==> src/rtl/pwm_duty_meter.sv <==
// pwm_duty_meter: measures period, high time and rounded duty (tenths) of an
// asynchronous PWM input. A 4-step restoring divider produces the duty value.
`timescale 1ns/1ps
module pwm_duty_meter #(
  parameter int unsigned CNT_W   = 16,
  parameter int unsigned TIMEOUT = 65535
) (
  input  logic             clk,
  input  logic             rst_n,
  input  logic             pwm_in,
  output logic [CNT_W-1:0] period,
  output logic [CNT_W-1:0] high_time,
  output logic [3:0]       duty_tenths,
  output logic             meas_valid,
  output logic             timeout,
  output logic             stuck_level,
  output logic             overrun
);

  localparam int unsigned      NumW       = CNT_W + 5;
  localparam logic [CNT_W-1:0] TimeoutVal = CNT_W'(TIMEOUT);

  typedef enum logic [0:0] {StIdle, StDiv} state_e;

  state_e           state_q, state_d;
  logic             meta_q, s_q, s_dly_q;
  logic [CNT_W-1:0] per_cnt_q, per_cnt_d;
  logic [CNT_W-1:0] hi_cnt_q, hi_cnt_d;
  logic             armed_q, armed_d;
  logic [CNT_W-1:0] p_q, p_d;
  logic [CNT_W-1:0] h_q, h_d;
  logic [NumW-1:0]  rem_q, rem_d;
  logic [3:0]       quo_q, quo_d;
  logic [1:0]       step_q, step_d;
  logic [CNT_W-1:0] period_q, period_d;
  logic [CNT_W-1:0] high_q, high_d;
  logic [3:0]       duty_q, duty_d;
  logic             mv_q, mv_d;
  logic             to_q, to_d;
  logic             stuck_q, stuck_d;
  logic             ovr_q, ovr_d;

  logic             rise;
  logic [NumW-1:0]  num;
  logic [NumW-1:0]  trial;
  logic [NumW-1:0]  rem_sub;
  logic             ge;
  logic [3:0]       quo_next;

  assign rise     = s_q & ~s_dly_q;
  // 10*H + floor(P/2): the half-divisor bias makes the truncating divide round half up
  assign num      = (NumW'(hi_cnt_q) << 3) + (NumW'(hi_cnt_q) << 1) + NumW'(per_cnt_q >> 1);
  assign trial    = NumW'(p_q) << step_q;
  assign ge       = (rem_q >= trial);
  assign rem_sub  = rem_q - trial;
  assign quo_next = {quo_q[2:0], ge};

  // Next-state: counters, arming, capture, divider steps, output updates, timeout
  always_comb begin
    state_d   = state_q;
    per_cnt_d = per_cnt_q;
    hi_cnt_d  = hi_cnt_q;
    armed_d   = armed_q;
    p_d       = p_q;
    h_d       = h_q;
    rem_d     = rem_q;
    quo_d     = quo_q;
    step_d    = step_q;
    period_d  = period_q;
    high_d    = high_q;
    duty_d    = duty_q;
    mv_d      = 1'b0;
    to_d      = to_q;
    stuck_d   = stuck_q;
    ovr_d     = ovr_q;

    if (rise) begin
      per_cnt_d = CNT_W'(1);
      hi_cnt_d  = CNT_W'(1);
    end else begin
      if (per_cnt_q != TimeoutVal) per_cnt_d = per_cnt_q + CNT_W'(1);
      if (s_q && (hi_cnt_q != TimeoutVal)) hi_cnt_d = hi_cnt_q + CNT_W'(1);
    end

    unique case (state_q)
      StIdle: ;
      StDiv: begin
        rem_d  = ge ? rem_sub : rem_q;
        quo_d  = quo_next;
        step_d = step_q - 2'd1;
        if (step_q == 2'd0) begin
          state_d  = StIdle;
          period_d = p_q;
          high_d   = h_q;
          duty_d   = quo_next;
          mv_d     = 1'b1;
          to_d     = 1'b0;
          ovr_d    = 1'b0;
        end
      end
      default: state_d = StIdle;
    endcase

    // Overrun set is evaluated after the divider so it wins over the clear on meas_valid
    if (rise) begin
      if (!armed_q) begin
        armed_d = 1'b1;
      end else if (state_q == StIdle) begin
        p_d     = per_cnt_q;
        h_d     = hi_cnt_q;
        rem_d   = num;
        quo_d   = 4'd0;
        step_d  = 2'd3;
        state_d = StDiv;
      end else begin
        ovr_d = 1'b1;
      end
    end else if ((per_cnt_q != TimeoutVal) && (per_cnt_d == TimeoutVal)) begin
      // Fires once on entering saturation; a rise on the same cycle takes precedence
      to_d     = 1'b1;
      stuck_d  = s_q;
      duty_d   = s_q ? 4'd10 : 4'd0;
      period_d = '0;
      high_d   = '0;
      armed_d  = 1'b0;
    end
  end

  // State registers including the two-flop synchroniser and edge-detect delay
  always_ff @(posedge clk or negedge rst_n) begin
    if (!rst_n) begin
      state_q   <= StIdle;
      meta_q    <= 1'b0;
      s_q       <= 1'b0;
      s_dly_q   <= 1'b0;
      per_cnt_q <= '0;
      hi_cnt_q  <= '0;
      armed_q   <= 1'b0;
      p_q       <= '0;
      h_q       <= '0;
      rem_q     <= '0;
      quo_q     <= 4'd0;
      step_q    <= 2'd0;
      period_q  <= '0;
      high_q    <= '0;
      duty_q    <= 4'd0;
      mv_q      <= 1'b0;
      to_q      <= 1'b0;
      stuck_q   <= 1'b0;
      ovr_q     <= 1'b0;
    end else begin
      state_q   <= state_d;
      meta_q    <= pwm_in;
      s_q       <= meta_q;
      s_dly_q   <= s_q;
      per_cnt_q <= per_cnt_d;
      hi_cnt_q  <= hi_cnt_d;
      armed_q   <= armed_d;
      p_q       <= p_d;
      h_q       <= h_d;
      rem_q     <= rem_d;
      quo_q     <= quo_d;
      step_q    <= step_d;
      period_q  <= period_d;
      high_q    <= high_d;
      duty_q    <= duty_d;
      mv_q      <= mv_d;
      to_q      <= to_d;
      stuck_q   <= stuck_d;
      ovr_q     <= ovr_d;
    end
  end

  assign period      = period_q;
  assign high_time   = high_q;
  assign duty_tenths = duty_q;
  assign meas_valid  = mv_q;
  assign timeout     = to_q;
  assign stuck_level = stuck_q;
  assign overrun     = ovr_q;

endmodule

==> config.mk <==
export PLATFORM = sky130hd
export DESIGN_NAME = pwm_duty_meter
export DESIGN_NICKNAME = d
export VERILOG_FILES = /design/src/rtl/pwm_duty_meter.sv
export SDC_FILE = /design/constraint.sdc
export NUM_CORES = 1
export LEC_CHECK = 0
export ABC_CLOCK_PERIOD_IN_PS = 9180
export BUFFER_PORTS_ARGS = -buffer_cell sky130_fd_sc_hd__buf_2
export CORE_UTILIZATION = 45
export CTS_CLUSTER_SIZE = 25
export DETAILED_ROUTE_END_ITERATION = 12
export PLACE_DENSITY = 0.68
export SKIP_LAST_GASP = 1
export SLEW_MARGIN = 20
export SYNTH_ARGS = -nofsm -noshare
export SYNTH_HDL_FRONTEND = slang
export SYNTH_SLANG_ARGS = --single-unit
==> constraint.sdc <==
create_clock -name clk -period 9.18 [get_ports clk]
set_input_delay 0.918 -clock clk [delete_from_list [all_inputs] [get_ports clk]]
set_output_delay 0.918 -clock clk [all_outputs]
set_load 0.05 [all_outputs]
==> out/results.tsv, run 1 <==
metric	value	unit
dieArea	18760	µm²
multi_input_area	4528	µm²
final_cells	1161	
ys.flop_type	dfrtp_1	
yosysTopAreaCell	dfrtp_1	
cts_num_sinks	135	
clk_pin_slew	0.07	ns
cts_tree	built	
track_usage	22.99	%
vias	6533	
synth_cells	895	
setup_tns	0	ns
drv_cap	0	
overflow	0	
path_buf_inv	0	
syn2layout_area_growth	11.49	%
std_cell_rows	48	
async_flop_share	100.0	%
cts_buffer_depth	2	
post-route-cell-area	9140	µm²
cts_root_buffer	clkbuf_16	
dp.cells	1129	
slew_headroom	27.64	%
end_kind	flip-flop	
gp_congestion	0.8700	
critical-path-top-delay-family	compound AO/OA/AOI/OAI gates	
crit_path_max_incr_delay	0.97	ns
ant_nets	0	
cellPowerDensity	322.2	nW/µm²
synthTopCellsByCount	nand2_1, dfrtp_1, a21oi_1	
syn_nets	956	
min_path_type	flip-flop to flip-flop	
synth_edf_count	0	
drive_gt1_share	11.86	%
grt_antenna_before_repair	0	
coreArea	17540	µm²
numCtsBuffers	17	
route.detailed.drc	0	
timing.final.crit_share	49.43	%
setup_slack	4.643	ns
hold_buffers	0	
min_period	4.537	ns
rsz0062_at_grt	false	
path_cells	mux2i_1, or2_2, ha_1, nor2b_1, o31ai_1, a211oi_1, a21oi_1, a211oi_2, o21ai_2, nand2_1, o221a_1	
nFillCells	1607	
cp-start-kind	flip-flop	
drt_wl_total	20.43	mm
dp_slack	4.739	ns
crit_fanout	25	
setup_violations	0	
io_buffers	42	
critPathSlowestCell	dfrtp_1	
cellLeakagePower	4.382	nW
worstPathArrival	4.85	ns
yosys-top-cells-area	dfrtp_1, nand2_1, ha_1	
regArea	3378	µm²
synth_top_area_share	41.21	%
ctsResizeCount	0	
nets	984	
vdd_drop_max	0.2062	mV
crit_type	flip-flop to flip-flop	
diodes	0	
drtPass1Iterations	5	
cts_setup_buffers	0	
hold_viol	0	
syn-cell-area	8198	µm²
routedWlPerCell	17.60	µm
clk_latency	0.43	ns
ys.warnings.count	0	
die_h	137.0	µm
ys_types	77	
yosysMostFrequentCell	nand2_1	
initial_core_util	46.75	%
worstMarginPinSlew	1.079	ns
drv_slew	0	
routed_via_density	5.627	
worstPathRequired	9.49	ns
fmax	0.2204	GHz
syn_area_per_cell	9.160	µm²
status	finished, final reports clean	
dpl_cell_area	8573	µm²
fin_skew	0.01416	ns
drt_iter0_drc	509	
cts_htree_levels	4	
grt_max_degree	74	
hpwlAfterDp	14.52	mm
grt_pass1_wl	32.72	mm
grt_pass1_vias	6179	
pin_count	43	
holdWs	0.3555	ns
die_w	137.0	µm
ys_seq_elements	135	
seq_area_frac_synth	41.21	%
[logic make-up (layout without fill, tap and decap cells)]
logic type      after synthesis  after routing  synth area share [%]
simple gates                355            355                 18.97
flops                       135            135                 41.21
buf+inv                      73            114                 3.678
fa+ha+maj                    58             58                 10.13
compound gates              193            193                 16.06
mux                          34             34                 4.930
xor+xnor                     47             47                 5.021
[stage by stage]
stage	total power, mW	util [%]
2_1_floorplan	1.965	-
3_3_place_gp	2.253	48.89
3_5_place_dp	2.272	48.89
4_1_cts	2.943	52.12
5_1_grt	3.151	52.12
6_report	2.945	52.12
[layer usage]
| metal | part of all wire, % | track usage (%) | vias to the layer above |
|---|---|---|---|
| met5 | 0.27 | 0 | - |
| met4 | 1.1 | 5.617 | 3 |
| met3 | 3.5 | 4.444 | 18 |
| met2 | 47 | 36.50 | 139 |
| met1 | 48 | 32.15 | 3202 |
| li1 | - | - | 3171 |
[cell type report]
cell class,instances,area share [%]
clock buffer,18,4.805
clock inverter,14,1.396
inverter,35,1.437
multi-input combinational,687,49.54
sequential,135,36.96
tap,225,3.080
timing repair buffer,47,2.779
[power breakdown]
| group | switching (mW) | leakage, nW | internal, mW | total [mW] |
|---|---|---|---|---|
| clock | 0.299 | 0.275 | 0.365 | 0.663 |
| sequential | 0.144 | 1.77 | 0.721 | 0.865 |
| combinational | 0.842 | 2.33 | 0.574 | 1.42 |
| total | 1.29 | 4.38 | 1.66 | 2.94 |
[state kept, by name, indices dropped and copies added (netlist names), 2 cells and up]
signal       count
h_q             16
period          16
duty_tenths      4
hi_cnt_q        16
per_cnt_q       16
step_q           2
p_q             16
high_time       16
quo_q            3
rem_q           21
[cells in the final DEF (no fill, tap or decap), types with 4 or more instances in the layout]
cell type,Yosys,routed
xor2_1,17,17
mux2_2,7,7
nand2b_1,8,8
nand2_1,204,204
nor3_1,9,9
and4_1,5,5
clkbuf_16,0,17
a31oi_1,6,6
mux2_1,4,4
a211oi_1,13,13
inv_1,33,33
a21oi_1,65,65
fa_1,14,14
buf_4,4,5
buf_2,4,41
o21ai_1,12,12
mux2i_1,19,19
o21ai_0,28,28
a21o_1,10,10
and3_1,7,7
xnor2_1,30,30
mux4_2,4,4
o22ai_1,5,5
nand3_1,26,26
ha_1,44,44
nor2b_1,9,8
nand4_1,8,8
dfrtp_1,135,135
nor2_1,57,56
inv_6,0,7
o21a_1,12,12
nor4_1,4,4
or3_1,5,5
[path summary, 6_finish.rpt]
| path | start | to | slack (ns) | depth (start not counted) |
|---|---|---|---|---|
| worst max-delay path | step_q[0] | rem_q[12] | 4.64 | 11 |
| worst min-delay path | meta_q | s_q | 0.36 | 0 |
| worst max register to register | step_q[0] | rem_q[12] | 4.64 | 11 |
| worst min register to register | meta_q | s_q | 0.36 | 0 |
| max in group asynchronous | rst_n | hi_cnt_q[14] | 7.42 | 2 |
| min in group asynchronous | rst_n | rem_q[15] | 0.49 | 1 |
Power figures use the tool's default switching activity.
==> inputs of run 2 (changes only) <==
- ABC_CLOCK_PERIOD_IN_PS: 9180 -> 4500
- clock period: 9.18 -> 4.5 ns (I/O delays scaled with it)
==> run 2 against run 1 <==
Effect of this change:
- sequential power is 98% higher
- core utilization increased by 0.11 points
- cell count up 0.26%
- die area unchanged
- critical endpoint is now rem_q[0]
- largest cell class unchanged
==> out/results.tsv, run 2 (synthesized netlist as in run 1, its figures left out) <==
metric	value	unit
ant_nets	0	
dp_slack	0.5731	ns
drt_iter0_drc	497	
cts_htree_levels	4	
dp.cells	1133	
fin_skew	0.008665	ns
hpwlAfterDp	14.66	mm
rr_worst_depth	12	
largest-register	rem_q	
route.detailed.drc	0	
hold_buffers	0	
largest_reg_flops	21	
worstPathRequired	4.85	ns
grt_max_degree	108	
final_cells	1164	
r2r-end	rem_q[0]	
worst_path_most_repeated_cell	a21o_1	
mostFrequentLayoutCell	nand2_1	
dieArea	18760	µm²
wl_met1	9.415	mm
crit_fanout	15	
dpl_cell_area	8603	µm²
drt_wl_total	20.37	mm
intPower	3.424	mW
diodes	0	
wl_met2	9.562	mm
power_frac_seq	28.4	%
overflow	0	
io_buffers	42	
dr_wl_met3	1.067	mm
cts_setup_buffers	0	
routedWlPerCell	17.50	µm
crit_path_max_incr_delay	0.58	ns
die_w	137.0	µm
track_usage	22.80	%
ctsResizeCount	0	
post-route-cell-area	9160	µm²
timing.final.crit_share	88.03	%
worstMarginPinSlew	0.9167	ns
setup_tns	0	ns
pin_count	43	
min_path_type	primary input to asynchronous set/reset pin	
worstPathArrival	4.31	ns
drtPass1Iterations	5	
rr_startpoint	step_q[0]	
hold_viol	0	
min_period	3.961	ns
cts_buffer_depth	2	
fin_util	52.23	%
clk_pin_slew	0.06	ns
path_buf_inv	2	
cellPowerDensity	657.5	nW/µm²
grt_antenna_before_repair	0	
status	finished, final reports clean	
path_cells	buf_4, mux4_2, inv_1, ha_1, a21o_1, a21o_1, a221o_1, a21oi_1, a211oi_2, o21a_1, mux2_1, o21ai_1	
critPathSlowestCell	dfrtp_1	
power	6.023	mW
nets	988	
vdd_drop_max	0.5232	mV
crit_type	flip-flop to flip-flop	
syn2layout_area_growth	11.74	%
layout_common_cells	nand2_1, dfrtp_1, a21oi_1	
cp-start-kind	flip-flop	
drv_slew	0	
setup_slack	0.5385	ns
power_switching	2.598	mW
pwr-share-clk	22.1	%
rsz0062_at_grt	false	
routed_via_density	5.647	
ff2ff_setup_slack	0.54	ns
cellLeakagePower	4.394	nW
switching_share	43.14	%
drv_cap	0	
grt_pass1_vias	6135	
numCtsBuffers	17	
die_h	137.0	µm
initial_core_util	46.75	%
clk_latency	0.42	ns
cts_root_buffer	clkbuf_16	
slew_headroom	38.89	%
vias	6573	
end_kind	flip-flop	
highest_layer	met4	
p_comb_share	49.5	%
coreArea	17540	µm²
cts_tree	built	
gp_congestion	0.8987	
critical-path-top-delay-family	compound AO/OA/AOI/OAI gates	
grt_pass1_wl	32.35	mm
cts_num_sinks	135	
fmax	0.2524	GHz
drive_gt1_share	12.14	%
std_cell_rows	48	
setup_violations	0	
holdWs	0.08859	ns
[run 2: cell type report]
cell class / count / area, µm²
clock buffer: 17 / 425.4
clock inverter: 14 / 128.9
fill: 1595 / 8377
inverter: 35 / 131.4
multi-input combinational: 687 / 4528
sequential: 135 / 3378
tap: 225 / 281.5
timing repair buffer: 51 / 286.5
[run 2: worst max path at each step]
| stage | startpoint | endpoint | slack [ns] | depth (start not counted) |
|---|---|---|---|---|
| floorplan | step_q[0] | rem_q[20] | 0.71 | 13 |
| global placement | step_q[0] | rem_q[0] | 0.65 | 12 |
| detailed placement | step_q[0] | rem_q[0] | 0.57 | 12 |
| CTS | step_q[0] | rem_q[0] | 0.56 | 12 |
| global route | step_q[0] | rem_q[0] | 0.30 | 14 |
| finish | step_q[0] | rem_q[0] | 0.54 | 12 |
[run 2: layer usage]
| metal | vias up | GRT usage (%) |
|---|---|---|
| met1 | 3181 | 31.95 |
| met4 | 0 | 6.899 |
| met5 | - | 0 |
| li1 | 3182 | - |
| met2 | 183 | 35.66 |
| met3 | 27 | 4.222 |
[run 2: worst register-to-register path: stages (launching register included)]
cell and delay (ns):
dfrtp_1 0.58, buf_4 0.31, mux4_2 0.52, inv_1 0.07, ha_1 0.26, a21o_1 0.17, a21o_1 0.17, a221o_1 0.33
a21oi_1 0.34, a211oi_2 0.18, o21a_1 0.44, mux2_1 0.40, o21ai_1 0.11
[run 2: power groups by stage]
stage	Combinational, mW	Clock [mW]	Sequential, mW
2_1_floorplan	2.18	0	1.82
3_3_place_gp	2.90	0	1.72
3_5_place_dp	2.94	0	1.73
4_1_cts	2.96	1.34	1.71
5_1_grt	3.28	1.39	1.74
6_report	2.98	1.33	1.71
